`config.mk`:
```
export PLATFORM = sky130hd
export DESIGN_NAME = l2_bus_arbiter
export DESIGN_NICKNAME = d
export VERILOG_FILES = /design/src/rtl/l2_bus_arbiter.sv
export SDC_FILE = /design/constraint.sdc
export NUM_CORES = 1
export LEC_CHECK = 0
export ABC_CLOCK_PERIOD_IN_PS = 2300
export CAP_MARGIN = 30
export CORE_MARGIN = 4
export CORE_UTILIZATION = 27
export CTS_BUF_LIST = sky130_fd_sc_hd__clkbuf_16
export DETAILED_ROUTE_END_ITERATION = 10
export GPL_ROUTABILITY_DRIVEN = 0
export PLACE_DENSITY = 0.89
export SYNTH_ARGS = -nofsm -noshare
export SYNTH_HDL_FRONTEND = slang
export SYNTH_SLANG_ARGS = --single-unit
```
`constraint.sdc`:
```
create_clock -name clk -period 2.3 [get_ports clk]
set_input_delay 0.23 -clock clk [delete_from_list [all_inputs] [get_ports clk]]
set_output_delay 0.23 -clock clk [all_outputs]
set_load 0.05 [all_outputs]
```
`src/rtl/l2_bus_arbiter.sv`:
```
// l2_bus_arbiter: two-requester round-robin arbiter in front of the L2 port.
// Requester 0 is the I-side miss handler, requester 1 the D-side miss handler.
// Reads are BURST_LEN-beat bursts and writes are single words.
// Every transaction returns to IDLE for one cycle before the next one starts.
// CNT_W must satisfy 2**CNT_W > BURST_LEN.
//
//   state    | meaning
//   ---------+---------------------------------------------------------
//   IDLE     | no owner; arbitrate among pending requesters
//   RD_BURST | owner streams read beats until BURST_LEN granted or abort
//   WR       | owner holds a single write until L2 accepts it or abort
module l2_bus_arbiter #(
  parameter int BURST_LEN = 4,
  parameter int CNT_W     = 3
) (
  input  logic        clk,
  input  logic        rst_n,
  input  logic [1:0]  req_rd,
  input  logic [1:0]  req_wr,
  input  logic [31:0] req_addr0,
  input  logic [31:0] req_addr1,
  input  logic [31:0] req_wdata0,
  input  logic [31:0] req_wdata1,
  output logic [1:0]  rd_granted,
  output logic [1:0]  wr_granted,
  output logic [31:0] l2_addr,
  output logic        l2_rd_en,
  output logic        l2_wr_en,
  output logic [31:0] l2_wr_data,
  input  logic        l2_ready,
  output logic        owner,
  output logic        busy
);

  typedef enum logic [1:0] {
    IDLE     = 2'd0,
    RD_BURST = 2'd1,
    WR       = 2'd2
  } state_t;

  localparam logic [CNT_W-1:0] LAST_BEAT = CNT_W'(BURST_LEN - 1);

  state_t           state;
  logic             last_owner;
  logic [CNT_W-1:0] beat_cnt;
  logic [1:0]       pending;
  logic             winner;
  logic             sel;

  // Round-robin pick: on contention the requester that did not go last wins.
  always_comb begin
    pending = req_rd | req_wr;
    winner  = (&pending) ? ~last_owner : pending[1];
  end

  // Datapath mux and strobes; IDLE forces requester 0 onto the bus.
  always_comb begin
    sel        = (state != IDLE) & owner;
    l2_addr    = sel ? req_addr1 : req_addr0;
    l2_wr_data = sel ? req_wdata1 : req_wdata0;
    l2_rd_en   = (state == RD_BURST) & req_rd[owner];
    l2_wr_en   = (state == WR) & req_wr[owner];
    busy       = (state != IDLE);
    rd_granted = 2'b00;
    wr_granted = 2'b00;
    if (l2_rd_en & l2_ready) rd_granted[owner] = 1'b1;
    if (l2_wr_en & l2_ready) wr_granted[owner] = 1'b1;
  end

  // Transaction FSM: arbitration, beat counting, completion and abort.
  always_ff @(posedge clk) begin
    if (!rst_n) begin
      state      <= IDLE;
      beat_cnt   <= '0;
      owner      <= 1'b0;
      last_owner <= 1'b1;
    end else begin
      case (state)
        IDLE: begin
          if (|pending) begin
            owner <= winner;
            state <= req_wr[winner] ? WR : RD_BURST;
          end
        end
        RD_BURST: begin
          if (!req_rd[owner]) begin
            state      <= IDLE;
            beat_cnt   <= '0;
            last_owner <= owner;
          end else if (l2_ready) begin
            if (beat_cnt == LAST_BEAT) begin
              state      <= IDLE;
              beat_cnt   <= '0;
              last_owner <= owner;
            end else begin
              beat_cnt <= beat_cnt + CNT_W'(1);
            end
          end
        end
        WR: begin
          // A dropped request and an accepted write both end the transaction.
          if (!req_wr[owner] || l2_ready) begin
            state      <= IDLE;
            last_owner <= owner;
          end
        end
        default: begin
          state    <= IDLE;
          beat_cnt <= '0;
        end
      endcase
    end
  end

endmodule
```
==> flow_summary.json, run 1 <==
{
  "yosysTopAreaCell": "mux2_4",
  "drtAntennaViolNets": 0,
  "start_util_pct": 28.0,
  "fp.dieArea_sq_mm": 0.00698,
  "top_usage_layer": "met2",
  "via_count": 1861,
  "vias_per_cell": 4.56,
  "grtUsageTotal_pct": 20.1,
  "hp-class": "flop to flop",
  "ys_ff_latch": 7,
  "grt-ovfl-total": 0,
  "use_met1_pct": 22.2,
  "ctsHoldBuffers": 0,
  "setup_viol": 0,
  "syn_area_sq_mm": 0.00154,
  "coreArea_sq_mm": 0.00551,
  "finalPower_mw": 1.50,
  "h-tree-depth": 1,
  "layout_commonest_cell": "clkdlybuf4s50_1",
  "period_minus_slack_ps": 2200,
  "port_buffers": 206,
  "yosysUniqueCellTypes": 37,
  "cts_resized": 0,
  "fp.dieW_um": 83.5,
  "required_ps": 2070,
  "critPathKind": "flop to primary output",
  "min_period_over_period_pct": 95.8,
  "root_buffer": "clkbuf_16",
  "instances_no_fill": 408,
  "cp_top_family": "simple AND/OR/NAND/NOR gates",
  "drt_pass1_iterations": 4,
  "cts_made_buffers": 3,
  "design.portCount": 207,
  "crit_slowest_cell": "dfxtp_1",
  "relSlewSlack_pct": 65.1,
  "ys.flop_type": "dfxtp_1",
  "drive_gt1_share_pct": 43.8,
  "path_cells": "or2_1, nand2_8, buf_12, mux2_4, buf_4",
  "p_leak_nw": 1.71,
  "tritoncts": "built",
  "n_fill_cell": 414,
  "grt_first_pass_wirelength_um": 11300,
  "ys_seq_area_share_pct": 9.10,
  "async_flop_share_pct": 0,
  "finalHoldViolCount": 0,
  "crit_fanout": 24,
  "synth_fp_nets": 268,
  "wirelength_um": 7440,
  "powerDensity_mw_per_mm2": 414,
  "status": "complete, no violations",
  "fmax_mhz": 454,
  "tightest_slew_ps": 522,
  "first_iter_violations": 24,
  "skew_ps": 0.483,
  "antenna_found_initial": 0,
  "nets": 473,
  "cpPeakStageDelay_ps": 370,
  "grt_pass1_vias": 1955,
  "crit_arrival_ps": 1970,
  "ys_warn_count": 0,
  "clock_latency_ps": 230,
  "dpl.cell_count": 404,
  "yosys-top-cells-area": "mux2_4 (58%), dfxtp_1 (9.1%), buf_8 (5.8%), mux2_1 (2.9%), nor2_1 (2.2%)",
  "grt_max_degree": 25,
  "die_h_um": 83.5,
  "synth_area_per_cell_sq_um": 11.7,
  "synth_edf_count": 0,
  "syn_inst": 132,
  "cts_sinks": 7,
  "vdd.ir_drop.worst_v": 0.000260,
  "wl_per_cell_um": 18.2,
  "grt_setup_unrepaired": "false",
  "mostFrequentLayoutCells": "clkdlybuf4s50_1 (136), buf_4 (67), mux2_4 (60)",
  "clock_path_buffers": 2,
  "fin_setup_tns_ps": 0,
  "grt_use_met3_pct": 3.36,
  "worstSetupStartpointType": "flop",
  "slew_viol_final": 0,
  "drc": 0,
  "cap_violations": 0,
  "clk_pin_slew_worst_paths_ps": 30,
  "dpl.hpwl_um": 6510,
  "row_count": 27,
  "post-synth-top-area-fraction_pct": 58.5,
  "grt_use_met2_pct": 40.4,
  "syn2layout_area_growth_pct": 136,
  "critPathCaptureType": "primary output",
  "crit_buf_inv": 2,
  "cts_setup_buffers": 0,
  "num_antenna_cells": 0
}
-- layout make-up --
class                      count  area, sq um  share of cell area [%]
timing repair buffer         210         2000                    55.2
multi-input combinational    113         1310                    36.0
sequential                     7          141                    3.90
tap                           72         90.1                    2.48
clock buffer                   3         75.1                    2.07
inverter                       2         7.51                   0.207
clock inverter                 1         3.75                   0.103
-- registers in the layout, summed over array words and instances (netlist names) --
name / flops
beat_cnt: 3
last_owner: 1
state: 2
owner: 1
-- Yosys cell counts (2+ instances only) --
cell type and n:
nor2_1 9, o21ai_0 2, o31ai_1 2, nor2b_1 2, o21ai_1 3, dfxtp_1 7
nand2_1 6, buf_8 6, nand2b_1 2, mux2_1 4, a21boi_0 2, nand3_1 2
mux2_4 60, inv_1 2
-- routing by layer --
metal / share of wire, % / routed length (um)
met5: 0 / 0
met1: 37 / 2740
met3: 5.5 / 408
met2: 57 / 4230
met4: 0.79 / 59
-- per-stage QoR --
step           instance area (sq um)  hold slack [ps]  utilization (%)  setup WS (ps)
2_1_floorplan                   1570              319                -            118
3_3_place_gp                    3550              436             64.5            378
3_5_place_dp                    3550              445             64.5            355
4_1_cts                         3630              448             65.9           96.2
5_1_grt                         3630              489             65.9           22.2
6_report                        3630              447             65.9           95.9
-- worst register-to-register path, stage by stage, from the launching register on --
cell	delay (ps)
dfxtp_2	520
mux2i_2	420
o21ba_1	230
o221ai_1	200
o211ai_1	130
-- cells by family after synthesis --
family                     synth area share [%]
and+or+nand+nor                            10.2
buffers and inverters                      8.12
adders and majority gates                 0.812
DFF                                        9.10
muxes                                      63.0
AOI/OAI and AO/OA                          8.77
-- final timing paths --
kind,startpoint,end,slack [ps],cells after the start
worst max-delay path,state[1]$_SDFFE_PN0P_,l2_addr[14],100,5
worst min-delay path,beat_cnt[2]$_SDFFE_PN0P_,beat_cnt[2]$_SDFFE_PN0P_,450,2
worst max register to register,owner$_SDFFE_PN0P_,last_owner$_SDFFE_PN1P_,660,4
worst min register to register,beat_cnt[2]$_SDFFE_PN0P_,beat_cnt[2]$_SDFFE_PN0P_,450,2
-- power by group --
| part | switching, mW | internal, mW | leakage (nW) | total, mW |
|---|---|---|---|---|
| Clock | 0.0608 | 0.226 | 0.0423 | 0.286 |
| Sequential | 0.0183 | 0.132 | 0.0576 | 0.150 |
| Combinational | 0.555 | 0.509 | 1.61 | 1.06 |
| Total | 0.635 | 0.867 | 1.71 | 1.50 |
Note: power is estimated with default switching activity, not from simulation.
==> inputs of run 2 (changes only) <==
- ABC_AREA: unset -> 1
- CORE_UTILIZATION: 27 -> 28
- PLACE_DENSITY: 0.89 -> 0.91
==> flow_summary.json, run 2 <==
{
  "status": "complete, no violations",
  "fp.dieW_um": 82.5,
  "drtAntennaViolNets": 0,
  "vias_per_cell": 4.32,
  "synth_most_common_cell": "mux2_4",
  "finalHoldViolCount": 0,
  "fmax_mhz": 500,
  "hp-class": "flop to flop",
  "grt_setup_unrepaired": "false",
  "vdd.ir_drop.worst_v": 0.000717,
  "nets": 496,
  "largest_register": "beat_cnt",
  "clock_latency_ps": 230,
  "antenna_found_initial": 0,
  "row_count": 26,
  "powerDensity_mw_per_mm2": 511,
  "slew_viol_final": 0,
  "cp_top_family": "buffers and inverters",
  "drt_pass1_iterations": 3,
  "grt_max_degree": 32,
  "place_area_sq_mm": 0.00355,
  "root_buffer": "clkbuf_16",
  "p_leak_nw": 1.83,
  "h-tree-depth": 1,
  "syn_inst": 154,
  "place_ws_ps": 530,
  "path_cells": "nor2_4, inv_4, nand2_8, buf_12, mux2_2, buf_12",
  "cts_sinks": 7,
  "tritoncts": "built",
  "critPathKind": "flop to primary output",
  "synth_area_per_cell_sq_um": 10.1,
  "relSlewSlack_pct": 66.2,
  "holdPathStages": 2,
  "ys.flop_type": "dfxtp_1",
  "critical_path_depth": 6,
  "cpPeakStageDelay_ps": 390,
  "mostFrequentLayoutCells": "clkdlybuf4s50_1 (136), buf_4 (62), mux2_4 (60)",
  "clock_path_buffers": 2,
  "drc": 0,
  "num_antenna_cells": 0,
  "setup_ws_ps": 301,
  "wl_per_cell_um": 17.4,
  "skew_ps": 1.17,
  "via_count": 1853,
  "yosys-top-cells-area": "mux2_4 (58%), dfxtp_1 (9.0%), buf_12 (7.7%), nand2_1 (7.2%), inv_1 (3.4%)",
  "dpl.hpwl_um": 6760,
  "worstSetupStartpointType": "flop",
  "drive_gt1_share_pct": 40.4,
  "reg2reg_depth": 7,
  "fin_setup_tns_ps": 0,
  "syn_area_sq_mm": 0.00155,
  "required_ps": 2070,
  "min_period_over_period_pct": 86.9,
  "stdcell_area_sq_mm": 0.00363,
  "ys_seq_area_share_pct": 9.02,
  "netlist_top_cells_count": "mux2_4 (60), nand2_1 (30), inv_1 (14), nor2_1 (14), dfxtp_1 (7)",
  "ctsHoldBuffers": 0,
  "clk_pin_slew_worst_paths_ps": 30,
  "layout_commonest_cell": "clkdlybuf4s50_1",
  "grt_pass1_vias": 1842,
  "syn2layout_area_growth_pct": 133,
  "cts_setup_buffers": 0,
  "cts_resized": 0,
  "largestRegisters": "beat_cnt (3), state (2)",
  "cts_made_buffers": 3,
  "crit_slowest_cell": "mux2_2",
  "grt-ovfl-total": 0,
  "wirelength_um": 7450,
  "fp.dieArea_sq_mm": 0.00681,
  "async_flop_share_pct": 0,
  "tightest_slew_ps": 505,
  "timing.hold.ws_ps": 466,
  "crit_fanout": 31,
  "first_iter_violations": 28,
  "port_buffers": 206,
  "die_h_um": 82.5,
  "synth_edf_count": 0,
  "post-synth-top-area-fraction_pct": 58.0,
  "yosysTopAreaCell": "mux2_4",
  "cpMostUsedCell": "buf_12",
  "cap_violations": 0,
  "critPathCaptureType": "primary output",
  "crit_buf_inv": 3,
  "ys_warn_count": 0,
  "crit_arrival_ps": 1770,
  "design.portCount": 207,
  "grt_first_pass_wirelength_um": 9510,
  "ys_ff_latch": 7,
  "coreArea_sq_mm": 0.00524,
  "setup_viol": 0,
  "synth_fp_nets": 290,
  "yosysUniqueCellTypes": 16,
  "largest_reg_flops": 3,
  "period_minus_slack_ps": 2000,
  "start_util_pct": 29.7,
  "grtUsageTotal_pct": 18.5
}
==> run 2: tightest hold or removal path, delay by kind of cell, from the launching register on <==
family	cells	cell delay, ps
AND/OR/NAND/NOR	1	60
AO/OA/AOI/OAI	1	50
flip-flops	1	300
==> run 2: layout make-up <==
class / count / area (sq um)
Multi-Input combinational cell: 125 / 1240
Inverter: 15 / 58.8
Sequential cell: 7 / 140
Timing Repair Buffer: 208 / 2030
Fill cell: 418 / 1610
Tap cell: 70 / 87.6
Clock inverter: 1 / 3.75
Clock buffer: 3 / 75.1
==> run 2: path summary, 6_finish.rpt <==
kind | slack (ps) | endpoint | from
setup reg to reg | 750 | last_owner$_SDFFE_PN1P_ | owner$_SDFFE_PN0P_
hold reg to reg | 470 | beat_cnt[1]$_SDFFE_PN0P_ | beat_cnt[1]$_SDFFE_PN0P_
hold / removal | 470 | beat_cnt[1]$_SDFFE_PN0P_ | beat_cnt[1]$_SDFFE_PN0P_
setup / recovery | 300 | l2_wr_data[27] | state[0]$_SDFFE_PN0P_
==> run 2: metrics by stage <==
stage | cells | utilization, % | power (mW)
finish | 429 | 69.3 | 1.86
detailed placement | 425 | 67.8 | 1.58
global placement | 425 | 67.8 | 1.56
CTS | 429 | 69.3 | 1.88
floorplan | 154 | - | 1.10
global route | 429 | 69.3 | 1.94
==> run 2: routing by layer <==
layer / share of wire, % / vias up / global-route usage [%]
li1: - / 932 / -
met1: 32 / 828 / 17.9
met2: 58 / 83 / 38.1
met3: 8.7 / 10 / 3.69
met4: 1.6 / 0 / 6.21
met5: 0 / - / 0
==> run 2: report_power, final <==
part           total [mW]  switching, mW  internal [mW]
registers           0.173         0.0299          0.143
clock network       0.289         0.0630          0.226
logic                1.39          0.761          0.633
total                1.86          0.854           1.00
==> run 2: kinds of logic (layout without fill, tap and decap cells) <==
| group | after synthesis | count (layout) | share of synthesized area [%] |
|---|---|---|---|
| multiplexers | 64 | 64 | 60.9 |
| adder cells (fa/ha/maj) | 1 | 1 | 0.805 |
| AO/OA/AOI/OAI | 9 | 9 | 3.06 |
| buffers and inverters | 22 | 227 | 12.0 |
| flip-flops | 7 | 7 | 9.02 |
| AND/OR/NAND/NOR | 51 | 51 | 14.3 |
==> inputs of run 3 (changes only) <==
- CTS_CLUSTER_SIZE: unset -> 12
- SKIP_LAST_GASP: unset -> 1
==> results of run 3 <==
Same layout as run 2: the final DEF is identical, and so are final timing and power.
